File: src/rtl/tempo_selector_if.sv
// Sample/decision bus between the comb stage and the tempo selector.
// The master drives the sample strobe and comb outputs; the slave publishes decisions.
interface tempo_selector_if;
  logic              ready;
  logic signed [7:0] comb60;
  logic signed [7:0] comb90;
  logic signed [7:0] comb120;
  logic signed [7:0] comb180;
  logic signed [7:0] comb210;
  logic signed [7:0] comb240;
  logic        [7:0] tempo_bpm;
  logic        [2:0] tempo_idx;
  logic        [7:0] confidence;
  logic              tempo_valid;

  modport master (
    output ready, comb60, comb90, comb120, comb180, comb210, comb240,
    input  tempo_bpm, tempo_idx, confidence, tempo_valid
  );

  modport slave (
    input  ready, comb60, comb90, comb120, comb180, comb210, comb240,
    output tempo_bpm, tempo_idx, confidence, tempo_valid
  );
endinterface

File: src/rtl/tempo_selector.sv
// Integrates comb-filter magnitudes over a sample window and publishes the strongest tempo.
// Live accumulation never pauses; the winner search runs on a snapshot of the closed window.
module tempo_selector #(
  parameter int WINDOW = 1024,
  parameter int ACC_W  = 20
) (
  input  logic            clk,
  input  logic            reset,
  tempo_selector_if.slave bus
);
  typedef enum logic [1:0] {S_IDLE, S_COMPARE, S_PUBLISH} state_t;

  state_t             r_state, w_state_nxt;
  logic signed [7:0]  w_comb [0:5];
  logic [ACC_W-1:0]   w_sum  [0:5];
  logic [ACC_W-1:0]   r_acc  [0:5];
  logic [ACC_W-1:0]   r_snap [0:5];
  logic [15:0]        r_cnt;
  logic               w_close;
  logic [2:0]         r_k;
  logic [ACC_W-1:0]   w_cur;
  logic [ACC_W-1:0]   r_best;
  logic [2:0]         r_bidx;
  logic [7:0]         r_bpm;
  logic [2:0]         r_idx;
  logic [7:0]         r_conf;
  logic               r_valid;

  // -128 must map to +128, so the negation is done in unsigned 8-bit arithmetic.
  function automatic logic [7:0] f_abs(input logic signed [7:0] x);
    f_abs = x[7] ? (~x + 8'd1) : x;
  endfunction

  function automatic logic [ACC_W-1:0] f_sat_add(input logic [ACC_W-1:0] a, input logic [7:0] m);
    logic [ACC_W:0] s;
    s = {1'b0, a} + (ACC_W+1)'(m);
    f_sat_add = s[ACC_W] ? {ACC_W{1'b1}} : s[ACC_W-1:0];
  endfunction

  function automatic logic [7:0] f_bpm(input logic [2:0] idx);
    case (idx)
      3'd0:    f_bpm = 8'd60;
      3'd1:    f_bpm = 8'd90;
      3'd2:    f_bpm = 8'd120;
      3'd3:    f_bpm = 8'd180;
      3'd4:    f_bpm = 8'd210;
      3'd5:    f_bpm = 8'd240;
      default: f_bpm = 8'd0;
    endcase
  endfunction

  assign w_comb[0] = bus.comb60;
  assign w_comb[1] = bus.comb90;
  assign w_comb[2] = bus.comb120;
  assign w_comb[3] = bus.comb180;
  assign w_comb[4] = bus.comb210;
  assign w_comb[5] = bus.comb240;

  assign w_close = bus.ready && (r_cnt == 16'(WINDOW - 1));
  assign w_cur   = r_snap[r_k];

  always_comb begin
    for (int i = 0; i < 6; i++) begin
      w_sum[i] = f_sat_add(r_acc[i], f_abs(w_comb[i]));
    end
  end

  // A close while the search is busy still clears the live window but leaves the snapshot alone.
  always_ff @(posedge clk or negedge reset) begin
    if (!reset) begin
      for (int i = 0; i < 6; i++) begin
        r_acc[i]  <= '0;
        r_snap[i] <= '0;
      end
      r_cnt <= '0;
    end else if (bus.ready) begin
      if (w_close) begin
        for (int i = 0; i < 6; i++) begin
          r_acc[i] <= '0;
          if (r_state == S_IDLE) r_snap[i] <= w_sum[i];
        end
        r_cnt <= '0;
      end else begin
        for (int i = 0; i < 6; i++) r_acc[i] <= w_sum[i];
        r_cnt <= r_cnt + 16'd1;
      end
    end
  end

  always_ff @(posedge clk or negedge reset) begin
    if (!reset) r_state <= S_IDLE;
    else        r_state <= w_state_nxt;
  end

  always_comb begin
    w_state_nxt = r_state;
    case (r_state)
      S_IDLE:    if (w_close) w_state_nxt = S_COMPARE;
      S_COMPARE: if (r_k == 3'd5) w_state_nxt = S_PUBLISH;
      S_PUBLISH: w_state_nxt = S_IDLE;
      default:   w_state_nxt = S_IDLE;
    endcase
  end

  // Strict greater-than keeps the lowest index on ties.
  always_ff @(posedge clk or negedge reset) begin
    if (!reset) begin
      r_k     <= '0;
      r_best  <= '0;
      r_bidx  <= '0;
      r_bpm   <= '0;
      r_idx   <= '0;
      r_conf  <= '0;
      r_valid <= 1'b0;
    end else begin
      r_valid <= 1'b0;
      case (r_state)
        S_COMPARE: begin
          if (r_k == 3'd0 || w_cur > r_best) begin
            r_best <= w_cur;
            r_bidx <= r_k;
          end
          r_k <= (r_k == 3'd5) ? 3'd0 : r_k + 3'd1;
        end
        S_PUBLISH: begin
          r_valid <= 1'b1;
          if (r_best == '0) begin
            r_bpm  <= 8'd0;
            r_idx  <= 3'd7;
            r_conf <= 8'd0;
          end else begin
            r_bpm  <= f_bpm(r_bidx);
            r_idx  <= r_bidx;
            r_conf <= r_best[ACC_W-1 -: 8];
          end
        end
        default: r_k <= '0;
      endcase
    end
  end

  assign bus.tempo_bpm   = r_bpm;
  assign bus.tempo_idx   = r_idx;
  assign bus.confidence  = r_conf;
  assign bus.tempo_valid = r_valid;
endmodule

File: src/flat_wrapper.sv
// flat-port wrapper written by rule: the top's interface ports become plain ports
module tempo_selector_flat 
#(
  parameter int WINDOW = 1024,
  parameter int ACC_W  = 20
)
  (clk, reset, bus_ready, bus_comb60, bus_comb90, bus_comb120, bus_comb180, bus_comb210, bus_comb240, bus_tempo_bpm, bus_tempo_idx, bus_confidence, bus_tempo_valid);
  tempo_selector_if bus_i ();
  input  logic clk;
  input  logic reset;
  input wire logic [$bits(bus_i.ready)-1:0] bus_ready;
  input wire logic [$bits(bus_i.comb60)-1:0] bus_comb60;
  input wire logic [$bits(bus_i.comb90)-1:0] bus_comb90;
  input wire logic [$bits(bus_i.comb120)-1:0] bus_comb120;
  input wire logic [$bits(bus_i.comb180)-1:0] bus_comb180;
  input wire logic [$bits(bus_i.comb210)-1:0] bus_comb210;
  input wire logic [$bits(bus_i.comb240)-1:0] bus_comb240;
  output wire logic [$bits(bus_i.tempo_bpm)-1:0] bus_tempo_bpm;
  output wire logic [$bits(bus_i.tempo_idx)-1:0] bus_tempo_idx;
  output wire logic [$bits(bus_i.confidence)-1:0] bus_confidence;
  output wire logic [$bits(bus_i.tempo_valid)-1:0] bus_tempo_valid;
  assign bus_i.ready = bus_ready;
  assign bus_i.comb60 = bus_comb60;
  assign bus_i.comb90 = bus_comb90;
  assign bus_i.comb120 = bus_comb120;
  assign bus_i.comb180 = bus_comb180;
  assign bus_i.comb210 = bus_comb210;
  assign bus_i.comb240 = bus_comb240;
  assign bus_tempo_bpm = bus_i.tempo_bpm;
  assign bus_tempo_idx = bus_i.tempo_idx;
  assign bus_confidence = bus_i.confidence;
  assign bus_tempo_valid = bus_i.tempo_valid;
  tempo_selector #(.WINDOW(WINDOW), .ACC_W(ACC_W)) u_core (.clk(clk), .reset(reset), .bus(bus_i));
endmodule
File: config.mk
export PLATFORM = sky130hd
export DESIGN_NAME = tempo_selector_flat
export DESIGN_NICKNAME = d
export VERILOG_FILES = /design/src/rtl/tempo_selector_if.sv /design/src/rtl/tempo_selector.sv /design/src/flat_wrapper.sv
export SDC_FILE = /design/constraint.sdc
export NUM_CORES = 1
export LEC_CHECK = 0
export ABC_AREA = 1
export CAP_MARGIN = 20
export CORE_MARGIN = 2
export CORE_UTILIZATION = 50
export DETAILED_ROUTE_END_ITERATION = 10
export PLACE_DENSITY_LB_ADDON = 0.05
export SLEW_MARGIN = 20
export SYNTH_ARGS = -nofsm -noshare
export SYNTH_HDL_FRONTEND = slang
export SYNTH_SLANG_ARGS = --single-unit
export TNS_END_PERCENT = 30
File: constraint.sdc
create_clock -name clk -period 6.55 [get_ports clk]
set_input_delay 1.31 -clock clk [delete_from_list [all_inputs] [get_ports clk]]
set_output_delay 1.31 -clock clk [all_outputs]
set_load 0.01 [all_outputs]
==> results of run 1 <==
synth_stat cells:
cell type,n
a211oi_1,2
a21o_1,1
a21oi_1,51
a21oi_4,1
a22o_1,4
a31oi_1,3
buf_1,1
buf_2,20
buf_4,1
buf_6,11
clkbuf_1,47
clkinv_1,3
conb_1,1
dfrtp_1,303
fa_1,6
ha_1,75
inv_1,250
inv_2,6
nand2_1,1024
nand2_2,1
nand3_1,217
nand3b_1,20
nand4_1,39
nor2_1,165
nor2_2,2
nor2_4,1
nor3_1,34
nor3_2,3
nor4_1,10
nor4_4,1
o2111ai_1,7
o21a_1,5
o21ai_0,167
o21ai_1,2
o22a_1,1
o22ai_1,7
o2bb2ai_1,1
o31ai_1,1
or2_2,5
xnor2_1,19
xor2_1,52
sequential cells by signal, summed over array words and instances, names as in the netlist:
name	flops
u_core.r_bidx	3
u_core.r_acc	120
u_core.bus.tempo_valid	1
u_core.r_snap	120
u_core.bus.tempo_idx	3
u_core.bus.confidence	8
u_core.bus.tempo_bpm	7
u_core.r_k	3
u_core.r_cnt	16
u_core.r_best	20
u_core.r_state	2
where the power goes:
part	switching, mW	internal (mW)
registers	0.213	2.13
logic	1.23	0.703
clock network	0.813	1.43
layout make-up:
type	instances	area [um^2]	area share [%]
Clock buffer	52	1085	5.259
Clock inverter	14	257.7	1.250
Inverter	259	972.2	4.713
Multi-Input combinational cell	1928	9346	45.31
Sequential cell	303	7582	36.76
Tap cell	468	585.6	2.839
Timing Repair Buffer	79	798.3	3.870
worst max-delay path, stage by stage (launching register included):
cell and delay [ns]:
dfrtp_1 0.92, inv_2 0.37, nor2_2 0.66, inv_1 0.24, o21ai_0 0.38, ha_1 0.31
nand2_1 0.06, nor2_1 0.04, nand2_1 0.11, nor2_1 0.08, nand2_1 0.07, nand3_1 0.07
nand2_1 0.08, nand2_1 0.06, nand2_1 0.61, nand2_1 0.14, nand2_1 0.09
worst min-delay path by stage:
stage,from,end,slack [ns]
detailed placement,u_core.r_best[10]$_DFFE_PN0P_,u_core.r_best[10]$_DFFE_PN0P_,0.46
global placement,u_core.r_best[17]$_DFFE_PN0P_,u_core.r_best[17]$_DFFE_PN0P_,0.45
floorplan,u_core.r_best[10]$_DFFE_PN0P_,u_core.r_best[10]$_DFFE_PN0P_,0.44
global route,u_core.r_best[11]$_DFFE_PN0P_,u_core.r_best[11]$_DFFE_PN0P_,0.49
finish,u_core.r_best[18]$_DFFE_PN0P_,u_core.r_best[18]$_DFFE_PN0P_,0.47
CTS,u_core.r_best[10]$_DFFE_PN0P_,u_core.r_best[10]$_DFFE_PN0P_,0.47
cell usage in the layout (no fill, tap or decap), types with 7 or more instances in the layout:
| master | netlist | final |
|---|---|---|
| nand2_1 | 1024 | 1024 |
| o22ai_1 | 7 | 7 |
| ha_1 | 75 | 75 |
| o2111ai_1 | 7 | 7 |
| dfrtp_1 | 303 | 303 |
| nand3b_1 | 20 | 20 |
| nand4_1 | 39 | 39 |
| buf_4 | 1 | 8 |
| xor2_1 | 52 | 52 |
| bufinv_16 | 0 | 7 |
| nand3_1 | 217 | 217 |
| clkdlybuf4s50_1 | 0 | 67 |
| clkbuf_1 | 47 | 7 |
| o21ai_0 | 167 | 167 |
| a21oi_1 | 51 | 51 |
| inv_1 | 250 | 250 |
| xnor2_1 | 19 | 19 |
| nor4_1 | 10 | 10 |
| nor3_1 | 34 | 34 |
| clkbuf_16 | 0 | 39 |
| nor2_1 | 165 | 164 |
cell families (layout without fill, tap and decap cells):
kind of cell	after synthesis	after routing	share of synthesized area, %
xor gates and xnor gates	71	71	3.398
and+or+nand+nor	1522	1522	34.36
adders and majority gates	81	81	5.784
DFF	303	303	41.43
AOI/OAI and AO/OA	253	253	7.439
buffers and inverters	339	404	7.562
other	1	1	0.02049
through the flow:
stage	hold slack (ns)	cell area [um^2]	worst slack (ns)	util [%]
3_3_place_gp	0.4542	19260	1.854	52.98
3_5_place_dp	0.4580	19260	1.853	52.98
5_1_grt	0.4903	20630	1.724	56.75
4_1_cts	0.4721	20600	2.249	56.67
6_report	0.4697	20630	2.172	56.75
2_1_floorplan	0.4419	18300	3.149	-
routing by layer:
| layer | vias up | part of all wire, % | global-route usage, % |
|---|---|---|---|
| met2 | 370 | 44 | 41.20 |
| met1 | 7855 | 49 | 39.00 |
| li1 | 8306 | - | - |
| met3 | 61 | 4.7 | 3.402 |
| met5 | - | 0 | 0 |
| met4 | 0 | 2.0 | 6.729 |
==> metrics.yaml, run 1 <==
power_mw: 6.516
layoutNonFillerInstCount: 3103
holdPathStages: 2
ir_drop_mv: 0.3224
startpoint: "u_core.r_k[2]$_DFFE_PN0N_"
route.detailed.drc: 0
r2r_slack_ns: 2.17
root_buffer: "clkbuf_16"
report.final.hold_viol_count: 0
timing.rr.end: "u_core.r_bidx[0]$_DFFE_PN0P_"
slew_violations: 0
grt_usage_pct: 26.42
netlist.top_cell.by_area: "dfrtp_1"
dp_cells: 3036
cp-start-kind: "register"
critPathKind: "register to register"
r2r_start: "u_core.r_k[2]$_DFFE_PN0N_"
grt_max_degree: 177
rsz0062_at_grt: "no"
critPathCapture: "u_core.r_bidx[0]$_DFFE_PN0P_"
final_nets: 2740
required_ns: 7.02
hold_class: "register to register"
synthToLayoutAreaGrowth_pct: 12.72
design.core.area_um2: 36350
ios: 71
first_global_vias: 15796
ys_top_cells_by_area: "dfrtp_1, nand2_1, nand3_1"
antenna_found_initial: 0
clk_path_buf_depth: 3
synth_seq_area_share_pct: 41.43
drtIter0Drc: 1361
finalSetupViolCount: 0
htreeDepth: 2
dr_total_vias: 16592
clock_skew_ns: 0.01747
outcome: "finished clean"
worstSkewPairLatency_ns: 0.54
grt_overflow: 0
fin_crit_ns: 4.378
path_clk_slew_ns: 0.06
place.gp.congestion: 0.9032
tightest_slew_ns: 1.029
cp-end-kind: "register"
synth_nets: 2702
portBuffers: 69
slew_headroom_pct: 31.40
first_pass_iters: 5
syn_inst: 2570
drive_gt1_share_pct: 3.491
ys_warn_count: 0
clock_sinks: 303
fmax_mhz: 228.4
syn_avg_cell_area_um2: 7.121
power_density_nw_per_um2: 315.9
reg2regPathDepth: 16
p_leak_nw: 10.49
avgRoutedWirePerCell_um: 15.88
fin_crit_sh_pct: 66.84
synth_area_um2: 18300
finalSetupTns_ns: 0
numCtsBuffers: 37
maxCapViolCount: 0
ctsResizeCount: 0
ys_ff_latch: 303
ant_nets: 0
diodes: 0
post-synth-top-area-fraction_pct: 41.43
crit_arrival_ns: 4.85
row_count: 70
postCtsSetupBuffers: 0
initial_core_util_pct: 50.35
routed_wl_mm: 49.29
dieArea_um2: 38150
grt_pass1_wl_mm: 81.79
cts_tree: "yes"
ys_types: 41
via_per_inst: 5.347
cts_hold_buffers: 0
cp_max_fo: 27
dieWidth_um: 195.3
dp.final_hpwl_mm: 35.16
die_y_um: 195.3
fillers: 3447
(Power assumes the default switching activity.)
==> run 2, diff against run 1 <==
Clock period 6.55 ns to 3.6 ns, I/O delays scaled along.
==> metrics.yaml, run 2 (same netlist as run 1, synthesis figures left out) <==
outcome: "finished clean"  # unchanged
crit_arrival_ns: 3.74  # was 4.85 ns
ir_drop_mv: 0.5176  # was 0.3224 mV
rsz0062_at_grt: "no"  # unchanged
fmax_mhz: 305.5  # was 228.4 MHz
route.detailed.drc: 0  # unchanged
dieWidth_um: 195.3  # unchanged
fin_crit_ns: 3.273  # was 4.378 ns
first_global_vias: 16122  # was 15796
dp.final_hpwl_mm: 36.76  # was 35.16 mm
hold_class: "primary input to async pin"  # was register to register
cp-end-kind: "register"  # unchanged
grt_pass1_wl_mm: 83.87  # was 81.79 mm
utilization_pct: 57.10  # was 56.75%
ios: 71  # unchanged
slew_headroom_pct: 38.61  # was 31.40%
portBuffers: 69  # unchanged
grt_max_degree: 85  # was 177
routed_wl_mm: 50.50  # was 49.29 mm
design.core.area_um2: 36350  # unchanged
ctsResizeCount: 0  # unchanged
cp_max_fo: 20  # was 27
tightest_slew_ns: 0.9195  # was 1.029 ns
clock_skew_ns: 0.01713  # was 0.01747 ns
first_pass_iters: 7  # was 5
numCtsBuffers: 36  # was 37
row_count: 70  # unchanged
final_cell_mix: "nand2_1, dfrtp_1, inv_1, nand3_1, o21ai_0"  # unchanged
grt_overflow: 0  # unchanged
crit_top_cell: "nand2_1"  # unchanged
combPwrFrac_pct: 31.5  # was 29.7%
critPathKind: "register to register"  # unchanged
layout_commonest_cell: "nand2_1"  # unchanged
grt_usage_pct: 27.32  # was 26.42%
clkPwrFrac_pct: 31.3  # was 34.5%
worstSkewPairLatency_ns: 0.54  # about the same
dr_total_vias: 16724  # was 16592
drive_gt1_share_pct: 4.871  # was 3.491%
synthToLayoutAreaGrowth_pct: 13.41  # was 12.72%
place.gp.congestion: 0.9043  # was 0.9032
required_ns: 4.06  # was 7.02 ns
clock_sinks: 303  # unchanged
power_mw: 11.46  # was 6.516 mW
p_seq_share_pct: 37.2  # was 35.9%
antenna_found_initial: 0  # unchanged
preCtsSetupSlack_ns: -0.003481  # was 1.853 ns
intPower_mw: 7.305  # was 4.260 mW
diodes: 0  # unchanged
htreeDepth: 2  # unchanged
final_nets: 2776  # was 2740
postCtsSetupBuffers: 0  # unchanged
crit_path_cell_trace: "inv_1 > nand2_1 > inv_1 > nand2_1 > nand4_1 > nand2_1 > nand3_1 > ha_1 > nand2_1 > inv_1 > nand2_1 > nand2_1 > a21oi_1 > nand3_1 > nand2_1 > nand2_1 > nand2_1 > buf_4 > nand2_1 > nand2_1"  # was inv_2 > nor2_2 > inv_1 > o21ai_0 > ha_1 > nand2_1 > nor2_1 > nand2_1 > nor2_1 > nand2_1 > nand3_1 > nand2_1 > nand2_1 > nand2_1 > nand2_1 > nand2_1
power_density_nw_per_um2: 552.4  # was 315.9 nW/um^2
finalSetupViolCount: 0  # unchanged
slew_violations: 0  # unchanged
ant_nets: 0  # unchanged
crit_slowest_cell: "inv_1"  # was dfrtp_1
root_buffer: "clkbuf_16"  # unchanged
dieArea_um2: 38150  # unchanged
switchingPower_mw: 4.160  # was 2.256 mW
cp-start-kind: "register"  # unchanged
switching_share_pct: 36.29  # was 34.62%
cts_hold_buffers: 0  # unchanged
slowest_delay_ns: 0.50  # was 0.92 ns
die_y_um: 195.3  # unchanged
avgRoutedWirePerCell_um: 16.10  # was 15.88 um
report.final.hold_viol_count: 0  # unchanged
via_per_inst: 5.331  # was 5.347
crit_buf_inv: 4  # was 2
reg_top3: "u_core.r_acc x120, u_core.r_snap x120, u_core.r_best x20"  # unchanged
cts_tree: "yes"  # unchanged
clk_path_buf_depth: 3  # unchanged
path_delay_family: "simple AND/OR/NAND/NOR gates"  # unchanged
place_area_um2: 19590  # was 19260 um^2
fin_crit_sh_pct: 90.92  # was 66.84%
setup_ws_ns: 0.3268  # was 2.172 ns
p_leak_nw: 10.59  # was 10.49 nW
design_area_um2: 20750  # was 20630 um^2
initial_core_util_pct: 50.35  # unchanged
drtIter0Drc: 1324  # was 1361
maxCapViolCount: 0  # unchanged
path_clk_slew_ns: 0.06  # about the same
==> run 2: worst reg2reg max path, delay by kind of cell, from the launching register on <==
| family | cells | cell delay (ns) |
|---|---|---|
| and+or+nand+nor | 14 | 1.35 |
| AOI/OAI and AO/OA | 1 | 0.20 |
| buffers and inverters | 4 | 0.95 |
| adders and majority gates | 1 | 0.27 |
| DFF | 1 | 0.43 |
==> run 2: layout make-up <==
class | instances | area (um^2)
multi-input cells | 1928 | 9346
inverters | 259 | 972.2
well taps | 468 | 585.6
flip-flops and latches | 303 | 7582
fillers | 3474 | 15590
clock buffers | 47 | 1033
clock inverters | 16 | 127.6
repair buffers | 116 | 1106
==> run 2: final timing paths <==
| check | start | end | slack (ns) | depth (start not counted) |
|---|---|---|---|---|
| max | u_core.r_k[0]$_DFFE_PN0N_ | u_core.r_best[18]$_DFFE_PN0P_ | 0.33 | 20 |
| min | reset | u_core.r_acc[82]$_DFFE_PN0P_ | 0.13 | 1 |
| min in group clk | u_core.r_best[15]$_DFFE_PN0P_ | u_core.r_best[15]$_DFFE_PN0P_ | 0.47 | 2 |
| min reg2reg | u_core.r_best[15]$_DFFE_PN0P_ | u_core.r_best[15]$_DFFE_PN0P_ | 0.47 | 2 |
| max reg2reg | u_core.r_k[0]$_DFFE_PN0N_ | u_core.r_best[18]$_DFFE_PN0P_ | 0.33 | 20 |
| max in group asynchronous | reset | u_core.r_acc[9]$_DFFE_PN0P_ | 2.55 | 2 |
==> run 2: metal layers <==
layer | up-vias | routed length [um] | track usage, % | part of all wire (%)
li1 | 8377 | - | - | -
met1 | 7893 | 23940 | 39.35 | 47
met2 | 386 | 22910 | 44.09 | 45
met3 | 68 | 2603 | 3.402 | 5.2
met4 | 0 | 1037 | 6.474 | 2.1
met5 | - | 0 | 0 | 0
==> run 2: power by group through the flow <==
stage	Combinational, mW	Sequential, mW	Clock, mW
3_3_place_gp	3.53	4.31	0
2_1_floorplan	2.57	4.20	0
6_report	3.61	4.27	3.59
3_5_place_dp	3.60	4.31	0
4_1_cts	3.62	4.26	3.67
5_1_grt	4.14	4.33	3.79
==> run 2: through the flow <==
stage               hold slack [ns]  setup TNS [ns]  cells
finish                       0.1273               0   3137
floorplan                    0.4244               0   2570
detailed placement           0.4580       -0.003481   3074
global placement             0.4536               0   3074
global route                 0.1589               0   3137
CTS                          0.1328               0   3137
==> run 3, diff against run 2 <==
Settings changed: CELL_PAD_IN_SITES_DETAIL_PLACEMENT set to 1, CELL_PAD_IN_SITES_GLOBAL_PLACEMENT set to 1, CORE_UTILIZATION 50 to 41.
==> metrics.yaml, run 3 (same netlist as run 1, synthesis figures left out) <==
clock_sinks: 303  # unchanged
fin_crit_sh_pct: 95.41  # was 90.92%
ant_nets: 0  # unchanged
required_ns: 4.09  # was 4.06 ns
hold_class: "primary input to async pin"  # unchanged
ios: 71  # unchanged
numCtsBuffers: 38  # was 36
finalSetupTns_ns: 0  # unchanged
path_delay_family: "simple AND/OR/NAND/NOR gates"  # unchanged
portBuffers: 69  # unchanged
critPathKind: "register to register"  # unchanged
place.gp.congestion: 0.8799  # was 0.9043
power_density_nw_per_um2: 560.6  # was 552.4 nW/um^2
first_pass_iters: 7  # unchanged
cp-start-kind: "register"  # unchanged
htreeDepth: 2  # unchanged
drive_gt1_share_pct: 6.067  # was 4.871%
worstSkewPairLatency_ns: 0.56  # was 0.54 ns
report.final.hold_viol_count: 0  # unchanged
reg2regPathDepth: 19  # was 20
grt_pass1_wl_mm: 97.99  # was 83.87 mm
cp-end-kind: "register"  # unchanged
cp.depth: 19  # was 20
via_per_inst: 5.226  # was 5.331
dieArea_um2: 46340  # was 38150 um^2
power_mw: 11.90  # was 11.46 mW
grt_max_degree: 81  # was 85
diodes: 0  # unchanged
layoutNonFillerInstCount: 3295  # was 3137
grt_usage_pct: 26.12  # was 27.32%
path_clk_slew_ns: 0.06  # about the same
reg_top3: "u_core.r_acc x120, u_core.r_snap x120, u_core.r_best x20"  # unchanged
cts_tree: "yes"  # unchanged
dr_total_vias: 17219  # was 16724
fillers: 5689  # was 3474
maxCapViolCount: 0  # unchanged
initial_core_util_pct: 41.47  # was 50.35%
crit_arrival_ns: 3.93  # was 3.74 ns
fmax_mhz: 291.1  # was 305.5 MHz
grt_overflow: 0  # unchanged
slew_violations: 0  # unchanged
layout_commonest_cell: "nand2_1"  # unchanged
crit_slowest_cell: "dfrtp_1"  # was inv_1
tightest_slew_ns: 1.046  # was 0.9195 ns
design.core.area_um2: 44120  # was 36350 um^2
fin_hold_ws_ns: 0.1130  # was 0.1273 ns
row_count: 77  # was 70
register_area_um2: 7584  # was 7582 um^2
final_cell_mix: "nand2_1, dfrtp_1, inv_1, nand3_1"  # was nand2_1, dfrtp_1, inv_1, nand3_1, o21ai_0
drtIter0Drc: 1002  # was 1324
first_global_vias: 18440  # was 16122
crit_buf_inv: 5  # was 4
root_buffer: "clkbuf_16"  # unchanged
fin_crit_ns: 3.435  # was 3.273 ns
r2r_slack_ns: 0.17  # was 0.33 ns
dp_cells: 3217  # was 3074
slowest_delay_ns: 0.49  # was 0.50 ns
avgRoutedWirePerCell_um: 17.89  # was 16.10 um
cts_hold_buffers: 0  # unchanged
timing.rr.end: "u_core.r_best[6]$_DFFE_PN0P_"  # was u_core.r_best[18]$_DFFE_PN0P_
finalSetupViolCount: 0  # unchanged
die_y_um: 215.3  # was 195.3 um
preCtsSetupSlack_ns: -0.1073  # was -0.003481 ns
clk_path_buf_depth: 3  # unchanged
crit_top_cell: "nand2_1"  # unchanged
dp.final_hpwl_mm: 43.16  # was 36.76 mm
synthToLayoutAreaGrowth_pct: 16.03  # was 13.41%
route.detailed.drc: 0  # unchanged
ir_drop_mv: 0.2768  # was 0.5176 mV
setup_ws_ns: 0.1653  # was 0.3268 ns
outcome: "finished clean"  # unchanged
slew_headroom_pct: 30.12  # was 38.61%
cp_max_fo: 19  # was 20
dieWidth_um: 215.3  # was 195.3 um
antenna_found_initial: 0  # unchanged
clock_skew_ns: 0.01910  # was 0.01713 ns
multi_input_area_um2: 9361  # was 9346 um^2
p_leak_nw: 10.74  # was 10.59 nW
r2r_start: "u_core.r_k[1]$_DFFE_PN0N_"  # was u_core.r_k[0]$_DFFE_PN0N_
final_nets: 2809  # was 2776
routed_wl_mm: 58.94  # was 50.50 mm
crit_path_cell_trace: "inv_1 > nand2_1 > clkinvlp_4 > buf_4 > buf_4 > nand2_1 > o2111ai_1 > nand2_1 > nand3_1 > ha_1 > nand2_1 > o21ai_0 > nand2_1 > nand3_1 > nand2_1 > nand2_1 > buf_4 > nand3_1 > nand2_1"  # was inv_1 > nand2_1 > inv_1 > nand2_1 > nand4_1 > nand2_1 > nand3_1 > ha_1 > nand2_1 > inv_1 > nand2_1 > nand2_1 > a21oi_1 > nand3_1 > nand2_1 > nand2_1 > nand2_1 > buf_4 > nand2_1 > nand2_1
-- run 3: final cells by class --
type | instances | share of cell area, %
well taps | 592 | 3.489
repair buffers | 143 | 6.052
multi-input cells | 1928 | 44.09
clock buffers | 54 | 5.203
flip-flops and latches | 303 | 35.72
inverters | 259 | 4.649
repair inverters | 4 | 0.1414
clock inverters | 12 | 0.6600
-- run 3: worst register-to-register path, stage by stage, from the launching register on --
cell and delay (ns):
dfrtp_1 0.49, inv_1 0.15, nand2_1 0.21, clkinvlp_4 0.13
buf_4 0.17, buf_4 0.13, nand2_1 0.10, o2111ai_1 0.12
nand2_1 0.18, nand3_1 0.25, ha_1 0.36, nand2_1 0.06
o21ai_0 0.16, nand2_1 0.07, nand3_1 0.08, nand2_1 0.08
nand2_1 0.15, buf_4 0.28, nand3_1 0.11, nand2_1 0.10
-- run 3: timing repair --
action                                  4_1_cts  5_1_grt
setup buffers                                 1        7
cloned                                        1        3
endpoints found under the setup margin       23       23
resized for setup                             2       16
-- run 3: worst max path at each step --
| stage | slack (ns) | startpoint | to |
|---|---|---|---|
| after global routing | -0.05 | u_core.r_k[1]$_DFFE_PN0N_ | u_core.r_best[6]$_DFFE_PN0P_ |
| final | 0.17 | u_core.r_k[1]$_DFFE_PN0N_ | u_core.r_best[6]$_DFFE_PN0P_ |
| after floorplan | 0.79 | bus_comb90[1] | u_core.r_acc[93]$_DFFE_PN0P_ |
| after detailed placement | -0.11 | bus_comb120[0] | u_core.r_snap[61]$_DFFE_PN0P_ |
| after CTS | 0.04 | u_core.r_k[0]$_DFFE_PN0N_ | u_core.r_best[17]$_DFFE_PN0P_ |
| after global placement | -0.02 | bus_comb120[0] | u_core.r_snap[66]$_DFFE_PN0P_ |
-- run 3: per-layer routing --
| layer | vias up | routed length (um) | GRT usage, % | share of wire [%] |
|---|---|---|---|---|
| li1 | 8438 | - | - | - |
| met1 | 8446 | 28240 | 36.13 | 48 |
| met2 | 244 | 27130 | 42.97 | 46 |
| met3 | 91 | 2040 | 3.142 | 3.5 |
| met4 | 0 | 1519 | 7.724 | 2.6 |
| met5 | - | 0 | 0 | 0 |
-- run 3: power by group --
part	leakage (nW)	switching (mW)	internal [mW]
logic	6.14	2.35	1.38
clock network	0.609	1.54	2.35
registers	4.00	0.418	3.87
-- run 3: metrics by stage --
| stage | instance area [um^2] | util [%] |
|---|---|---|
| 6_report | 21230 | 48.12 |
| 5_1_grt | 21230 | 48.12 |
| 4_1_cts | 21130 | 47.89 |
| 3_5_place_dp | 19870 | 45.02 |
| 3_3_place_gp | 19870 | 45.02 |
| 2_1_floorplan | 18300 | - |
